--- config.mk ---
export PLATFORM = sky130hd
export DESIGN_NAME = seg_scan_decoder
export DESIGN_NICKNAME = d
export VERILOG_FILES = /design/src/rtl/seg_scan_decoder.sv
export SDC_FILE = /design/constraint.sdc
export NUM_CORES = 1
export LEC_CHECK = 0
export CAP_MARGIN = 15
export CORE_MARGIN = 4
export CORE_UTILIZATION = 58
export CTS_CLUSTER_SIZE = 14
export DETAILED_ROUTE_END_ITERATION = 8
export GPL_TIMING_DRIVEN = 0
export PLACE_DENSITY = 0.8
export SLEW_MARGIN = 10
export SYNTH_ARGS = -nofsm -noshare
export SYNTH_HDL_FRONTEND = slang
export SYNTH_SLANG_ARGS = --single-unit
--- constraint.sdc ---
create_clock -name i_clock -period 3.79 [get_ports i_clock]
set_input_delay 0.9475 -clock i_clock [delete_from_list [all_inputs] [get_ports i_clock]]
set_output_delay 0.9475 -clock i_clock [all_outputs]
set_load 0.005 [all_outputs]
--- src/rtl/seg_scan_decoder.sv ---
// Multiplexed 7-segment display scanner: settles each strobed digit, decodes it into a
// candidate frame, and publishes the frame only after two identical consecutive frames.
module seg_scan_decoder #(
  parameter int N_DIGITS = 2,
  parameter int SETTLE   = 4
) (
  input  logic                  i_clock,
  input  logic                  i_RSTn,
  input  logic [7:0]            i_SEG,
  input  logic [N_DIGITS-1:0]   i_DIG,
  output logic [4*N_DIGITS-1:0] o_num,
  output logic [N_DIGITS-1:0]   o_DP,
  output logic [N_DIGITS-1:0]   o_bad,
  output logic [7:0]            o_dec,
  output logic                  o_isdec,
  output logic                  o_valid
);

  localparam logic [1:0] ST_IDLE    = 2'd0;
  localparam logic [1:0] ST_SETTLE  = 2'd1;
  localparam logic [1:0] ST_CAPTURE = 2'd2;
  localparam logic [1:0] ST_CHECK   = 2'd3;

  localparam logic [7:0]          SETTLE_C = 8'(SETTLE);
  localparam logic [N_DIGITS-1:0] ZERO_D   = {N_DIGITS{1'b0}};
  localparam logic [N_DIGITS-1:0] FULL_D   = {N_DIGITS{1'b1}};

  // Returns {bad, nibble}; unknown patterns (dash included) decode to 0 and flag bad.
  function automatic logic [4:0] seg_decode(input logic [6:0] seg);
    case (seg)
      7'b1000000: seg_decode = 5'h00;
      7'b1111001: seg_decode = 5'h01;
      7'b0100100: seg_decode = 5'h02;
      7'b0110000: seg_decode = 5'h03;
      7'b0011001: seg_decode = 5'h04;
      7'b0010010: seg_decode = 5'h05;
      7'b0000010: seg_decode = 5'h06;
      7'b1111000: seg_decode = 5'h07;
      7'b0000000: seg_decode = 5'h08;
      7'b0010000: seg_decode = 5'h09;
      7'b0001000: seg_decode = 5'h0A;
      7'b0000011: seg_decode = 5'h0B;
      7'b1000110: seg_decode = 5'h0C;
      7'b0100001: seg_decode = 5'h0D;
      7'b0000110: seg_decode = 5'h0E;
      7'b0001110: seg_decode = 5'h0F;
      default:    seg_decode = 5'h10;
    endcase
  endfunction

  function automatic logic is_onehot(input logic [N_DIGITS-1:0] v);
    is_onehot = (v != ZERO_D) && ((v & (v - 1'b1)) == ZERO_D);
  endfunction

  logic [1:0]            state_q, state_d;
  logic [7:0]            cnt_q, cnt_d;
  logic [N_DIGITS-1:0]   dig_q, dig_d;
  logic [7:0]            seg_q, seg_d;
  logic [N_DIGITS-1:0]   mask_q, mask_d;
  logic                  wait_q, wait_d;
  logic [N_DIGITS-1:0]   last_dig_q, last_dig_d;
  logic [4*N_DIGITS-1:0] cand_num_q, cand_num_d;
  logic [N_DIGITS-1:0]   cand_dp_q, cand_dp_d;
  logic [N_DIGITS-1:0]   cand_bad_q, cand_bad_d;
  logic                  prev_ok_q, prev_ok_d;
  logic [4*N_DIGITS-1:0] prev_num_q, prev_num_d;
  logic [N_DIGITS-1:0]   prev_dp_q, prev_dp_d;
  logic [N_DIGITS-1:0]   prev_bad_q, prev_bad_d;
  logic [4*N_DIGITS-1:0] num_q, num_d;
  logic [N_DIGITS-1:0]   dp_q, dp_d;
  logic [N_DIGITS-1:0]   bad_q, bad_d;
  logic [7:0]            dec_q, dec_d;
  logic                  isdec_q, isdec_d;
  logic                  valid_q, valid_d;

  logic                  dig_ok_s;
  logic [4:0]            decoded_s;
  logic [4*N_DIGITS+3:0] num_pad_s;
  logic [N_DIGITS:0]     bad_pad_s;
  logic [3:0]            d0_s, d1_s;
  logic                  isdec_s;
  logic [7:0]            dec_s;
  logic                  frame_match_s;

  assign dig_ok_s  = is_onehot(i_DIG);
  assign decoded_s = seg_decode(seg_q[6:0]);

  // Zero-padding above the top digit makes digit1 read as 0 when only one digit exists.
  assign num_pad_s     = {4'd0, cand_num_q};
  assign bad_pad_s     = {1'b0, cand_bad_q};
  assign d0_s          = num_pad_s[3:0];
  assign d1_s          = num_pad_s[7:4];
  assign isdec_s       = (d0_s <= 4'd9) && !bad_pad_s[0] && (d1_s <= 4'd9) && !bad_pad_s[1];
  assign dec_s         = isdec_s ? (({4'd0, d1_s} * 8'd10) + {4'd0, d0_s}) : 8'd0;
  assign frame_match_s = prev_ok_q && (cand_num_q == prev_num_q) &&
                         (cand_dp_q == prev_dp_q) && (cand_bad_q == prev_bad_q);

  // Next-state logic for the scan FSM, candidate/previous frames and published outputs.
  always_comb begin
    state_d    = state_q;
    cnt_d      = cnt_q;
    dig_d      = dig_q;
    seg_d      = seg_q;
    mask_d     = mask_q;
    wait_d     = wait_q;
    last_dig_d = last_dig_q;
    cand_num_d = cand_num_q;
    cand_dp_d  = cand_dp_q;
    cand_bad_d = cand_bad_q;
    prev_ok_d  = prev_ok_q;
    prev_num_d = prev_num_q;
    prev_dp_d  = prev_dp_q;
    prev_bad_d = prev_bad_q;
    num_d      = num_q;
    dp_d       = dp_q;
    bad_d      = bad_q;
    dec_d      = dec_q;
    isdec_d    = isdec_q;
    valid_d    = 1'b0;

    if (i_DIG != last_dig_q) begin
      wait_d = 1'b0;
    end else begin
      wait_d = wait_q;
    end

    case (state_q)
      ST_IDLE: begin
        if (dig_ok_s && !(wait_q && (i_DIG == last_dig_q))) begin
          cnt_d   = 8'd1;
          dig_d   = i_DIG;
          seg_d   = i_SEG;
          state_d = (SETTLE_C == 8'd1) ? ST_CAPTURE : ST_SETTLE;
        end else begin
          state_d = ST_IDLE;
        end
      end
      ST_SETTLE: begin
        if (!dig_ok_s) begin
          state_d = ST_IDLE;
        end else if ((i_DIG == dig_q) && (i_SEG == seg_q)) begin
          cnt_d   = cnt_q + 8'd1;
          state_d = ((cnt_q + 8'd1) >= SETTLE_C) ? ST_CAPTURE : ST_SETTLE;
        end else begin
          cnt_d   = 8'd1;
          dig_d   = i_DIG;
          seg_d   = i_SEG;
          state_d = (SETTLE_C == 8'd1) ? ST_CAPTURE : ST_SETTLE;
        end
      end
      ST_CAPTURE: begin
        if (!dig_ok_s) begin
          state_d = ST_IDLE;
        end else begin
          for (int k = 0; k < N_DIGITS; k++) begin
            if (dig_q[k]) begin
              cand_num_d[4*k +: 4] = decoded_s[3:0];
              cand_dp_d[k]         = seg_q[7];
              cand_bad_d[k]        = decoded_s[4];
            end else begin
              cand_dp_d[k] = cand_dp_q[k];
            end
          end
          mask_d     = mask_q | dig_q;
          wait_d     = 1'b1;
          last_dig_d = dig_q;
          state_d    = ((mask_q | dig_q) == FULL_D) ? ST_CHECK : ST_IDLE;
        end
      end
      ST_CHECK: begin
        if (frame_match_s) begin
          num_d   = cand_num_q;
          dp_d    = cand_dp_q;
          bad_d   = cand_bad_q;
          dec_d   = dec_s;
          isdec_d = isdec_s;
          valid_d = 1'b1;
        end else begin
          valid_d = 1'b0;
        end
        prev_ok_d  = 1'b1;
        prev_num_d = cand_num_q;
        prev_dp_d  = cand_dp_q;
        prev_bad_d = cand_bad_q;
        mask_d     = ZERO_D;
        state_d    = ST_IDLE;
      end
      default: begin
        state_d = ST_IDLE;
      end
    endcase
  end

  // State registers; reset marks the previous frame invalid so it matches nothing.
  always_ff @(posedge i_clock or negedge i_RSTn) begin
    if (!i_RSTn) begin
      state_q    <= ST_IDLE;
      cnt_q      <= 8'd0;
      dig_q      <= ZERO_D;
      seg_q      <= 8'd0;
      mask_q     <= ZERO_D;
      wait_q     <= 1'b0;
      last_dig_q <= ZERO_D;
      cand_num_q <= {(4*N_DIGITS){1'b0}};
      cand_dp_q  <= ZERO_D;
      cand_bad_q <= ZERO_D;
      prev_ok_q  <= 1'b0;
      prev_num_q <= {(4*N_DIGITS){1'b0}};
      prev_dp_q  <= ZERO_D;
      prev_bad_q <= ZERO_D;
      num_q      <= {(4*N_DIGITS){1'b0}};
      dp_q       <= ZERO_D;
      bad_q      <= ZERO_D;
      dec_q      <= 8'd0;
      isdec_q    <= 1'b0;
      valid_q    <= 1'b0;
    end else begin
      state_q    <= state_d;
      cnt_q      <= cnt_d;
      dig_q      <= dig_d;
      seg_q      <= seg_d;
      mask_q     <= mask_d;
      wait_q     <= wait_d;
      last_dig_q <= last_dig_d;
      cand_num_q <= cand_num_d;
      cand_dp_q  <= cand_dp_d;
      cand_bad_q <= cand_bad_d;
      prev_ok_q  <= prev_ok_d;
      prev_num_q <= prev_num_d;
      prev_dp_q  <= prev_dp_d;
      prev_bad_q <= prev_bad_d;
      num_q      <= num_d;
      dp_q       <= dp_d;
      bad_q      <= bad_d;
      dec_q      <= dec_d;
      isdec_q    <= isdec_d;
      valid_q    <= valid_d;
    end
  end

  assign o_num   = num_q;
  assign o_DP    = dp_q;
  assign o_bad   = bad_q;
  assign o_dec   = dec_q;
  assign o_isdec = isdec_q;
  assign o_valid = valid_q;

endmodule
==> results of run 1 <==
sequential cells by signal (all words and copies together), names as in the netlist, 8 cells and up:
signal	flops
cand_num_q	8
cnt_q	8
o_dec	8
o_num	8
prev_num_q	8
seg_q	8
layout make-up:
| class | instances | area, sq um |
|---|---|---|
| sequential | 72 | 1800 |
| inverter | 11 | 41.3 |
| tap | 77 | 96.3 |
| timing repair buffer | 32 | 335 |
| fill | 465 | 1900 |
| clock inverter | 6 | 85.1 |
| multi-input combinational | 248 | 1920 |
| buffer | 19 | 115 |
| clock buffer | 9 | 124 |
metrics by stage:
step | instances | area (sq um) | util (%) | setup WS, ns | power [mW]
global placement | 458 | 4290 | 66.8 | -0.693 | 1.14
finish | 474 | 4520 | 70.4 | 0.857 | 1.81
floorplan | 350 | 3880 | - | 1.14 | 1.07
CTS | 474 | 4520 | 70.4 | 0.888 | 1.82
global route | 474 | 4520 | 70.4 | 0.774 | 1.89
detailed placement | 459 | 4310 | 67.2 | 0.732 | 1.16
kinds of logic after synthesis:
group / count (synthesis) / share of synthesized area, %
AO/OA/AOI/OAI: 53 / 9.28
XOR/XNOR: 31 / 6.99
adder cells (fa/ha/maj): 10 / 3.61
buffers and inverters: 30 / 4.03
flip-flops: 72 / 46.4
multiplexers: 53 / 15.2
AND/OR/NAND/NOR: 101 / 14.5
worst max-delay path, stage by stage, from the launching register on:
cell      delay, ns
dfrtp_1        0.58
ha_1           0.31
ha_1           0.21
inv_1          0.07
fa_1           0.44
nand2b_1       0.20
or3b_2         0.45
a32oi_1        0.22
nor2_1         0.07
mux2_2         0.27
metal layers:
metal	vias to the layer above	part of all wire, %
li1	1338	-
met1	1379	46
met2	78	46
met3	19	5.6
met4	0	2.5
met5	-	0
cell usage in the layout, fill, tap and decap left out, types with 8 or more instances in the layout:
| cell | synthesis | routed |
|---|---|---|
| inv_1 | 11 | 11 |
| nand2_1 | 25 | 25 |
| xnor2_1 | 14 | 14 |
| clkdlybuf4s50_1 | 0 | 30 |
| o21ai_0 | 13 | 13 |
| nand4_1 | 9 | 9 |
| nor2_1 | 13 | 13 |
| clkbuf_8 | 0 | 9 |
| xor2_1 | 17 | 17 |
| clkbuf_1 | 8 | 8 |
| dfrtp_1 | 72 | 72 |
| nand2b_1 | 8 | 8 |
| mux2_2 | 46 | 46 |
| ha_1 | 8 | 8 |
power breakdown:
part           switching [mW]  internal, mW  leakage (nW)  total (mW)
logic                   0.187         0.136          1.05       0.323
registers              0.0242         0.802         0.977       0.826
clock network           0.295         0.364         0.101       0.659
total                   0.506          1.30          2.13        1.81
worst max-delay path by stage:
| stage | startpoint | to | slack, ns | cells past startpoint |
|---|---|---|---|---|
| 5_1_grt | cand_num_q[5] | o_dec[7] | 0.77 | 9 |
| 2_1_floorplan | cand_num_q[5] | o_dec[7] | 1.14 | 9 |
| 3_5_place_dp | i_SEG[6] | seg_q[3] | 0.73 | 7 |
| 3_3_place_gp | i_RSTn | o_num[0] | -0.69 | 1 |
| 6_report | cand_num_q[5] | o_dec[7] | 0.86 | 9 |
| 4_1_cts | cand_num_q[5] | o_dec[7] | 0.89 | 9 |
==> impl_metrics.yaml, run 1 <==
status:
  outcome: "complete, no violations"
floorplanning:
  die_width_um: 89.8
  die_area_sq_um: 8070
  rows: 29
  start_util_pct: 60.5
  core-area_sq_um: 6420
  io-pin-count: 34
  die_h_um: 89.8
sta:
  min_period_over_period_pct: 77.4
  slew-limit-headroom_pct: 57.1
  fin_setup_tns_ns: 0
  slew_violations: 0
  hold_ws_ns: 0.472
  finClkSkew_ns: 0.00635
  grt_setup_unrepaired: "no"
  fin_crit_ns: 2.93
  hold_viol: 0
  setup_violations: 0
  max_freq_ghz: 0.341
  worst_slew_pin_slew_ns: 0.639
route:
  drc: 0
  drt-pass1-iter-count: 5
  vias: 2814
  avgRoutedWirePerCell_um: 16.5
  ant_nets: 0
  totalWireLength_mm: 7.84
  drt_iter0_drc: 180
  viasPerCell: 5.94
cts:
  cts_resized: 0
  cts_setup_buffers: 0
  htree_levels: 3
  ctsHoldBuffers: 0
  cts_sinks: 72
  cts_tree: "yes"
  cts-buffers-inserted: 9
  clk_latency_ns: 0.35
  cts_root_buffer: "clkbuf_8"
  path_clk_slew_ns: 0.08
  clockBufferDepth: 2
setup_path:
  timing.rr.end: "o_dec[7]"
  cp-start-kind: "register"
  critPathKind: "register to register"
  path_max_fanout: 9
  timing.rr.start: "cand_num_q[5]"
  cp_data_arrival_time_ns: 3.17
  crit_required_ns: 4.03
  worst-r2r-setup-slack_ns: 0.86
  rr_worst_depth: 9
  endpoint_kind: "register"
worst_hold_path:
  hold_path_class: "input pin to async pin"
cells_and_area:
  num_antenna_cells: 0
  drive_gt1_share_pct: 20.2
  syn_to_final_growth_pct: 16.5
  nNetsFinal: 415
synthesis:
  ys.flop_type: "dfrtp_1"
  synth_area_sq_um: 3880
  syn_area_per_cell_sq_um: 11.1
  synthCells: 350
  yosysMostFrequentCell: "dfrtp_1"
  yosys-top-cells-count: "dfrtp_1 (72), mux2_2 (46), nand2_1 (25), xor2_1 (17), xnor2_1 (14)"
  yosys_warnings: 0
  yosysSeqAreaShare_pct: 46.4
  synth_top_area_share_pct: 46.4
  synth_edf_count: 0
  synth_area_leader_cell: "dfrtp_1"
  syn_nets: 372
  ys_ff_latch: 72
  synth_cell_types: 52
  netlist_top_cells_area: "dfrtp_1 (46%), mux2_2 (13%), xor2_1 (3.8%)"
  synthArstFlopShare_pct: 100
global_route:
  grt_max_degree: 56
  busiest_layer: "met2"
  met3_usage_pct: 5.09
  grtUsageMet2_pct: 30.6
  overflow: 0
  grt_pass1_wl_mm: 13.3
  groute.layer.met1.usage_pct: 27.8
  first_global_vias: 2746
  antenna_found_initial: 0
  track_usage_pct: 20.5
place:
  io_buffers: 31
  place_congestion: 0.850
  hpwl_mm: 5.60
power_and_ir_drop:
  power_density_nw_per_um2: 400
  leakage_nw: 2.13
  ir_worst_vdd_uv: 347
flow_run:
  maxCapViolations: 0
(Power assumes the default switching activity.)
==> run 2, diff against run 1 <==
==> constraint.sdc (replaced) <==
create_clock -name i_clock -period 2.7 [get_ports i_clock]
set_input_delay 0.675 -clock i_clock [delete_from_list [all_inputs] [get_ports i_clock]]
set_output_delay 0.675 -clock i_clock [all_outputs]
set_load 0.005 [all_outputs]
==> impl_metrics.yaml, run 2 (synthesized netlist as in run 1, its figures left out) <==
sta:
  slew-limit-headroom_pct: 56.6
  fin_crit_ns: 2.66
  setup_violations: 0
  max_freq_ghz: 0.376
  slew_violations: 0
  min_period_over_period_pct: 98.6
  worst_slew_pin_slew_ns: 0.647
  hold_viol: 0
  finClkSkew_ns: 0.00785
  worst_slack_ns: 0.0373
  hold_ws_ns: 0.199
global_route:
  grt_pass1_wl_mm: 13.4
  groute.layer.met1.usage_pct: 28.3
  grtUsageMet2_pct: 31.1
  track_usage_pct: 20.7
  first_global_vias: 2772
  met3_usage_pct: 4.26
  busiest_layer: "met2"
  grt_max_degree: 56
  antenna_found_initial: 0
  overflow: 0
status:
  outcome: "complete, no violations"
cts:
  clk_latency_ns: 0.35
  clockBufferDepth: 2
  cts_root_buffer: "clkbuf_8"
  cts_tree: "yes"
  path_clk_slew_ns: 0.08
  cts_sinks: 72
  htree_levels: 3
  ctsHoldBuffers: 0
  cts-buffers-inserted: 9
cells_and_area:
  final_common_cell: "dfrtp_1"
  finish.instance_area_sq_um: 4610
  fillerInstances: 461
  utilization_pct: 71.8
  num_antenna_cells: 0
  final_cell_mix: "dfrtp_1 (69), mux2_2 (46), clkdlybuf4s50_1 (30)"
  nNetsFinal: 423
  final_cell_count_no_fill: 482
  seq_area_sq_um: 1810
  syn_to_final_growth_pct: 18.7
  multi_input_area_sq_um: 1950
  drive_gt1_share_pct: 23.2
power_and_ir_drop:
  ir_worst_vdd_uv: 485
  power_density_nw_per_um2: 551
  leakage_nw: 2.17
place:
  preCtsSetupSlack_ns: -0.173
  io_buffers: 31
  place_congestion: 0.850
  hpwl_mm: 5.60
  place_area_sq_um: 4310
  placed_cells: 459
floorplanning:
  die_width_um: 89.8
  io-pin-count: 34
  start_util_pct: 60.5
  die_h_um: 89.8
  core-area_sq_um: 6420
  die_area_sq_um: 8070
  rows: 29
setup_path:
  path_max_fanout: 3
  endpoint_kind: "register"
  cp-start-kind: "register"
  crit_required_ns: 2.94
  critPathKind: "register to register"
  cp_data_arrival_time_ns: 2.90
route:
  drc: 0
  drt_iter0_drc: 166
  drt-pass1-iter-count: 4
  avgRoutedWirePerCell_um: 16.6
  vias: 2880
  ant_nets: 0
  totalWireLength_mm: 8.01
  viasPerCell: 5.98
worst_hold_path:
  hold_path_class: "input pin to async pin"
flow_run:
  maxCapViolations: 0
==> run 2: changes by cell type in the layout (fill, tap and decap cells not counted), moves of 2 or more <==
cell     change
dfrtp_1      -3
buf_4        +8
dfrtp_2      +3
ha_1         -2
==> run 2: path summary, 6_finish.rpt <==
path                                from             to  slack, ns  cells past startpoint
hold reg to reg                prev_ok_q      prev_ok_q       0.48                      1
min in group i_clock           prev_ok_q      prev_ok_q       0.48                      1
setup / recovery           cand_num_q[5]       o_dec[7]       0.04                      9
hold / removal                    i_RSTn       cnt_q[7]       0.20                      1
max in group asynchronous         i_RSTn  cand_num_q[6]       1.94                      2
setup reg to reg           cand_num_q[5]       o_dec[7]       0.04                      9
==> run 2: power by group <==
part | internal (mW) | total, mW | switching, mW
sequential | 1.13 | 1.16 | 0.0331
clock | 0.512 | 0.925 | 0.414
combinational | 0.191 | 0.453 | 0.262
==> run 2: critical path, cell delays in order (launching register included) <==
cell and delay (ns):
dfrtp_2 0.43, ha_4 0.26, ha_2 0.16, inv_1 0.05
fa_1 0.47, nand2b_4 0.17, or3b_2 0.44, a32oi_1 0.22
nor2_1 0.07, mux2_2 0.27
==> run 2: layout make-up <==
type	count	share of cell area, %
multi-input combinational	248	42.2
sequential	72	39.2
timing repair buffer	40	8.58
clock buffer	9	2.69
buffer	19	2.50
tap	77	2.09
clock inverter	6	1.85
inverter	11	0.896
==> run 2: what timing repair did <==
item / CTS / global route
buffers inserted: 2 / 6
pin swaps: 2 / 2
setup endpoints to repair: 2 / 1
resized for setup: 3 / 3
==> run 2: through the flow <==
step                TNS [ns]  power (mW)
detailed placement    -0.855        1.63
finish                     0        2.54
global placement     -108.59        1.60
floorplan                  0        1.50
global route         -0.0135        2.66
CTS                        0        2.55
==> run 2: layer usage <==
layer,vias up,share of wire (%)
li1,1352,-
met1,1425,45
met5,-,0
met2,86,46
met3,17,6.7
met4,0,1.7
